## config.mk

```make
export PLATFORM = sky130hd
export DESIGN_NAME = uart_rx_frame_ctrl
export DESIGN_NICKNAME = d
export VERILOG_FILES = /design/src/rtl/uart_rx_frame_ctrl.sv
export SDC_FILE = /design/constraint.sdc
export NUM_CORES = 1
export LEC_CHECK = 0
export BUFFER_PORTS_ARGS = -buffer_cell sky130_fd_sc_hd__clkbuf_2
export CAP_MARGIN = 10
export CORE_ASPECT_RATIO = 0.9
export CORE_MARGIN = 1.5
export CORE_UTILIZATION = 50
export DETAILED_ROUTE_END_ITERATION = 10
export PLACE_DENSITY = 0.66
export REMOVE_ABC_BUFFERS = 1
export SYNTH_ARGS = -nofsm -noshare
export SYNTH_HDL_FRONTEND = slang
export SYNTH_SLANG_ARGS = --single-unit
```

## constraint.sdc

```tcl
create_clock -name clk -period 7.8 [get_ports clk]
set_input_delay 0.78 -clock clk [delete_from_list [all_inputs] [get_ports clk]]
set_output_delay 0.78 -clock clk [all_outputs]
set_load 0.02 [all_outputs]
```

## src/rtl/uart_rx_frame_ctrl.sv

```systemverilog
// UART receive frame controller: oversampled start/data/parity/stop decoding
// with 2-of-3 majority voting and one-cycle status pulses.
module uart_rx_frame_ctrl #(
    parameter int unsigned DATA_W     = 8,
    parameter int unsigned PRESCALE_W = 6
) (
    input  logic                  clk,
    input  logic                  rst_n,
    input  logic                  RX_IN,
    input  logic                  PAR_EN,
    input  logic                  PAR_TYP,
    input  logic                  STOP2,
    input  logic [PRESCALE_W-1:0] prescale,
    output logic [DATA_W-1:0]     P_DATA,
    output logic                  data_valid,
    output logic                  par_err,
    output logic                  stp_err,
    output logic                  strt_glitch,
    output logic                  busy
);

    localparam int unsigned BIT_CNT_W = $clog2(DATA_W + 5);
    localparam logic [PRESCALE_W-1:0] P_MIN = PRESCALE_W'(8);

    typedef enum logic [2:0] {
        IDLE   = 3'd0,
        START  = 3'd1,
        DATA   = 3'd2,
        PARITY = 3'd3,
        STOP   = 3'd4
    } state_e;

    state_e                state_q, state_d;
    logic [PRESCALE_W-1:0] edge_q, edge_d;
    logic [BIT_CNT_W-1:0]  bit_q, bit_d;
    logic [PRESCALE_W-1:0] p_q, p_d;
    logic                  par_en_q, par_en_d;
    logic                  par_typ_q, par_typ_d;
    logic                  stop2_q, stop2_d;
    logic [1:0]            smp_q, smp_d;
    logic                  bit_val_q, bit_val_d;
    logic [DATA_W-1:0]     shift_q, shift_d;
    logic                  ferr_q, ferr_d;
    logic [DATA_W-1:0]     p_data_q, p_data_d;
    logic                  dv_q, dv_d;
    logic                  pe_q, pe_d;
    logic                  se_q, se_d;
    logic                  sg_q, sg_d;
    logic                  busy_q, busy_d;

    logic [PRESCALE_W-1:0] p_even_c, p_eff_c, half_c;
    logic [BIT_CNT_W-1:0]  last_stop_c;
    logic                  maj_c, at_dec_c, at_act_c, wrap_c;

    // Effective bit period: even, never below 8
    assign p_even_c = prescale & ~PRESCALE_W'(1);
    assign p_eff_c  = (p_even_c < P_MIN) ? P_MIN : p_even_c;
    assign half_c   = p_q >> 1;

    assign at_dec_c = (edge_q == half_c + PRESCALE_W'(1));
    assign at_act_c = (edge_q == half_c + PRESCALE_W'(2));
    assign wrap_c   = (edge_q == p_q - PRESCALE_W'(1));
    assign maj_c    = (smp_q[0] & smp_q[1]) | (smp_q[0] & RX_IN) | (smp_q[1] & RX_IN);

    // Frame-wide bit index of the final stop bit (start bit is index 0)
    assign last_stop_c = BIT_CNT_W'(DATA_W + 1) + BIT_CNT_W'(par_en_q) + BIT_CNT_W'(stop2_q);

    always_ff @(posedge clk) begin
        if (!rst_n) begin
            state_q   <= IDLE;
            edge_q    <= '0;
            bit_q     <= '0;
            p_q       <= P_MIN;
            par_en_q  <= 1'b0;
            par_typ_q <= 1'b0;
            stop2_q   <= 1'b0;
            smp_q     <= '0;
            bit_val_q <= 1'b0;
            shift_q   <= '0;
            ferr_q    <= 1'b0;
            p_data_q  <= '0;
            dv_q      <= 1'b0;
            pe_q      <= 1'b0;
            se_q      <= 1'b0;
            sg_q      <= 1'b0;
            busy_q    <= 1'b0;
        end else begin
            state_q   <= state_d;
            edge_q    <= edge_d;
            bit_q     <= bit_d;
            p_q       <= p_d;
            par_en_q  <= par_en_d;
            par_typ_q <= par_typ_d;
            stop2_q   <= stop2_d;
            smp_q     <= smp_d;
            bit_val_q <= bit_val_d;
            shift_q   <= shift_d;
            ferr_q    <= ferr_d;
            p_data_q  <= p_data_d;
            dv_q      <= dv_d;
            pe_q      <= pe_d;
            se_q      <= se_d;
            sg_q      <= sg_d;
            busy_q    <= busy_d;
        end
    end

    // Pulses are computed one edge early so they appear registered at edge P/2+2
    always_comb begin
        state_d   = state_q;
        edge_d    = edge_q;
        bit_d     = bit_q;
        p_d       = p_q;
        par_en_d  = par_en_q;
        par_typ_d = par_typ_q;
        stop2_d   = stop2_q;
        smp_d     = smp_q;
        bit_val_d = bit_val_q;
        shift_d   = shift_q;
        ferr_d    = ferr_q;
        p_data_d  = p_data_q;
        dv_d      = 1'b0;
        pe_d      = 1'b0;
        se_d      = 1'b0;
        sg_d      = 1'b0;

        if (state_q != IDLE) begin
            edge_d = wrap_c ? '0 : edge_q + PRESCALE_W'(1);
            if (wrap_c) begin
                bit_d = bit_q + BIT_CNT_W'(1);
            end
            if (edge_q == half_c - PRESCALE_W'(1)) begin
                smp_d[0] = RX_IN;
            end
            if (edge_q == half_c) begin
                smp_d[1] = RX_IN;
            end
            if (at_dec_c) begin
                bit_val_d = maj_c;
            end
        end

        case (state_q)
            IDLE: begin
                edge_d = '0;
                bit_d  = '0;
                if (!RX_IN) begin
                    state_d   = START;
                    edge_d    = PRESCALE_W'(1);
                    p_d       = p_eff_c;
                    par_en_d  = PAR_EN;
                    par_typ_d = PAR_TYP;
                    stop2_d   = STOP2;
                    ferr_d    = 1'b0;
                end
            end
            START: begin
                if (at_dec_c && maj_c) begin
                    sg_d = 1'b1;
                end
                if (at_act_c && bit_val_q) begin
                    state_d = IDLE;
                    edge_d  = '0;
                    bit_d   = '0;
                end else if (wrap_c) begin
                    state_d = DATA;
                end
            end
            DATA: begin
                if (at_dec_c) begin
                    shift_d = {maj_c, shift_q[DATA_W-1:1]};
                end
                if (wrap_c && (bit_q == BIT_CNT_W'(DATA_W))) begin
                    state_d = par_en_q ? PARITY : STOP;
                end
            end
            PARITY: begin
                if (at_dec_c && (maj_c != (^shift_q ^ par_typ_q))) begin
                    pe_d   = 1'b1;
                    ferr_d = 1'b1;
                end
                if (wrap_c) begin
                    state_d = STOP;
                end
            end
            STOP: begin
                if (at_dec_c && !maj_c) begin
                    se_d   = 1'b1;
                    ferr_d = 1'b1;
                end
                if (wrap_c && (bit_q == last_stop_c)) begin
                    state_d = IDLE;
                    edge_d  = '0;
                    bit_d   = '0;
                    if (!ferr_q) begin
                        dv_d     = 1'b1;
                        p_data_d = shift_q;
                    end
                end
            end
            default: begin
                state_d = IDLE;
                edge_d  = '0;
                bit_d   = '0;
            end
        endcase

        busy_d = (state_d != IDLE);
    end

    assign P_DATA      = p_data_q;
    assign data_valid  = dv_q;
    assign par_err     = pe_q;
    assign stp_err     = se_q;
    assign strt_glitch = sg_q;
    assign busy        = busy_q;

endmodule

```

==> results.md <==
- Run status: finished, final reports clean
- Critical path capture point type: register
- Htree depth: 2
- Hold Worst Slack: between 0.4 and 0.5 ns
- HPWL Detailed: 3750 um
- Crit path max-delay cell type: dfxtp_1
- Via density: 5.31
- Max Cap Viol: 0
- Overall die height: between 70 and 80 um
- Layout cell share with drive strength beyond 1: 0.115
- DRC: 0
- PwrDens: 165 nW/um^2
- Starting Density: 0.530
- R2r startpoint: p_q[1]
- Endpoints failing hold: 0
- Post-CTS Setup Bufs: 0
- # clock sinks: between 40 and 50
- Worst-skew pair later-pin latency: approximately 0.30 ns
- Placeable Area: just under 5000 um^2
- CTS Root Cell: clkbuf_8
- CP max FO: 8
- Crit path launch type: register
- Setup TNS: 0 ns
- Crit share post-route: 0.365
- Flop-to-flop setup slack: between 4 and 5 ns
- CP required: ~8 ns
- Number of flops mapped to enable cells by yosys: 0
- DRT iter0 DRCs: 80
- CTS Buffer Depth: 2
- Distinct cells, synth: 50
- First-pass GRT wire length: ~9000 um
- Nets: approximately 330
- Ys async rst share: 0
- Setup Skew: roughly 0.011 ns
- Top delay family on crit path: compound AO/OA/AOI/OAI gates
- Worst min-delay path endpoint: stop2_q
- CP Cell Sequence: inv_1 -> ha_1 -> o21ba_2 -> a221o_1 -> a211oi_2 -> a21oi_1 -> o21ai_0 -> o21ai_0
- Fillcell total: 466
- # rows: 24
- WL final: 5250 um
- DR WL met3: ~160 um
- #FFs+latches synth: 46
- IO Port Bufs: 23
- Worst reg2reg path depth: 8
- Peak Freq: 0.351 GHz
- GRT Overall Usage: 0.201
- RR Endpoint: edge_q[0]
- Synth Instances: 297
- Hold Startpoint: stop2_q
- CTS Buf Count: 5
- Highest Signal Layer: met4
- Commonest non-fill, non-tap cells in the layout: dfxtp_1 (46), nor2b_1 (25), xnor2_1 (24), nand2_1 (24), clkbuf_2 (23)
- Final min period: 2.85 ns
- Routed Antenna Nets: 0
- Io pins: 25
- Cts repair resizes: 0
- Grt ovf: 0
- Worst slew pin tran: 0.765 ns
- Clk slew on worst S/H paths: 0.09 ns
- Die area: 5700 um^2
- Worst Path Arrival: between 3 and 4 ns
- Mean Syn Cell Area: 8.84 um^2
- Main synth FF type: dfxtp_1
- Max Transition Viols Final: 0
- Worst path bufs/invs: 1
- Kind of critical path: reg2reg
- Metal1 wirelength: 2810 um
- Worst VDD drop: 0.107 mV
- Register area share after synthesis: 0.351
- Pin count of the biggest net entering global routing: 34
- Most frequent CP cell: o21ai_0
- RSZ-0062 raised after global routing: no
- Slew HR: 0.486
- Synth warn: 0
- CTS tree: built
- Largest stage delay, worst path: 0.55 ns
- Met2 wire len: 2200 um
- Initial antenna violation count: 0
- Vias after detailed routing: 2003
- # hold bufs at CTS: 0
- DIE WIDTH: 79.4 um
- Hold Crit Class: reg2reg
- Area grow syn2layout: 8.58%
- Hold depth: 2
- Pleak: 1.21 nW
- DR WL/cell: 13.9 um
- Vias in the first global route: about 1800
- N_diodes: 0
- Pre-antenna DRT Iters: 4
- Endpoints failing setup: 0
- Most common cell after layout, fill and taps aside: dfxtp_1
- Routability congestion estimate: 0.872
- Post-Syn Area: 2630 um^2
[per-stage QoR]
stage	area [um^2]	worst slack (ns)	cells	util	total power (W)
6_report	2850	4.95	377	0.576	0.000471
5_1_grt	2850	4.75	377	0.576	0.000491
4_1_cts	2850	4.93	377	0.576	0.000474
3_5_place_dp	2740	4.94	370	0.553	0.000296
3_3_place_gp	2740	5.02	370	0.553	0.000295
2_1_floorplan	2540	5.37	282	-	0.000282
[state kept, by name, summed over array words and instances (netlist names), 2 cells and up]
name / count
P_DATA: 8
shift_q: 8
edge_q: 6
p_q: 5
bit_q: 4
state_q: 3
smp_q: 2
[routing by layer]
metal | vias to the layer above | track usage
met2 | 34 | 0.292
li1 | 1040 | -
met3 | 9 | 0.0382
met1 | 920 | 0.296
met4 | 0 | 0.0702
met5 | - | 0
[power breakdown]
part / internal (W) / total, W / switching (W)
Sequential: 0.000238 / 0.000246 / 0.00000730
Clock: 0.000103 / 0.000181 / 0.0000781
Combinational: 0.0000201 / 0.0000449 / 0.0000249
[synth_stat cells (all sizes together) (4+ instances only)]
cell,number,area share
nand2,24,0.034
ha,9,0.043
nor3,9,0.017
clkbuf,7,0.010
nand2b,4,0.0095
dfxtp,46,0.35
nand3,13,0.029
nor2,21,0.030
inv,12,0.017
o21ai,7,0.013
nor2b,25,0.060
buf,8,0.022
a21boi,8,0.023
mux2i,19,0.072
a21oi,6,0.011
xnor2,25,0.086
xor2,14,0.047
[tightest hold or removal path: cells and delay by family, from the launching register on]
kind / cells / cell delay (ns)
DFF: 1 / 0.32
AOI/OAI and AO/OA: 1 / 0.06
and+or+nand+nor: 1 / 0.05
[kinds of logic after synthesis]
family                   share of synthesized area
AO/OA/AOI/OAI                                0.117
XOR/XNOR                                     0.133
adder cells (fa/ha/maj)                     0.0467
buffers and inverters                       0.0491
flip-flops                                   0.351
multiplexers                                0.0724
AND/OR/NAND/NOR                              0.231
[how the worst max path moves through the flow]
stage / startpoint / to / slack [ns] / cells past startpoint
final: p_q[1] / edge_q[0] / 4.95 / 8
after global routing: p_q[1] / edge_q[0] / 4.75 / 8
after CTS: p_q[1] / edge_q[0] / 4.93 / 8
after detailed placement: p_q[1] / edge_q[0] / 4.94 / 8
after global placement: p_q[1] / edge_q[0] / 5.02 / 8
after floorplan: p_q[1] / busy / 5.37 / 7
[final cells by class]
class / count / area, um^2 / share of cell area
clock buffer: 6 / 82.6 / 0.0290
timing repair buffer: 23 / 115 / 0.0404
sequential: 46 / 921 / 0.323
clock inverter: 1 / 30.0 / 0.0105
multi-input combinational: 224 / 1580 / 0.553
tap: 65 / 81.3 / 0.0285
inverter: 12 / 45.0 / 0.0158
Note: power is estimated with default switching activity, not from simulation.
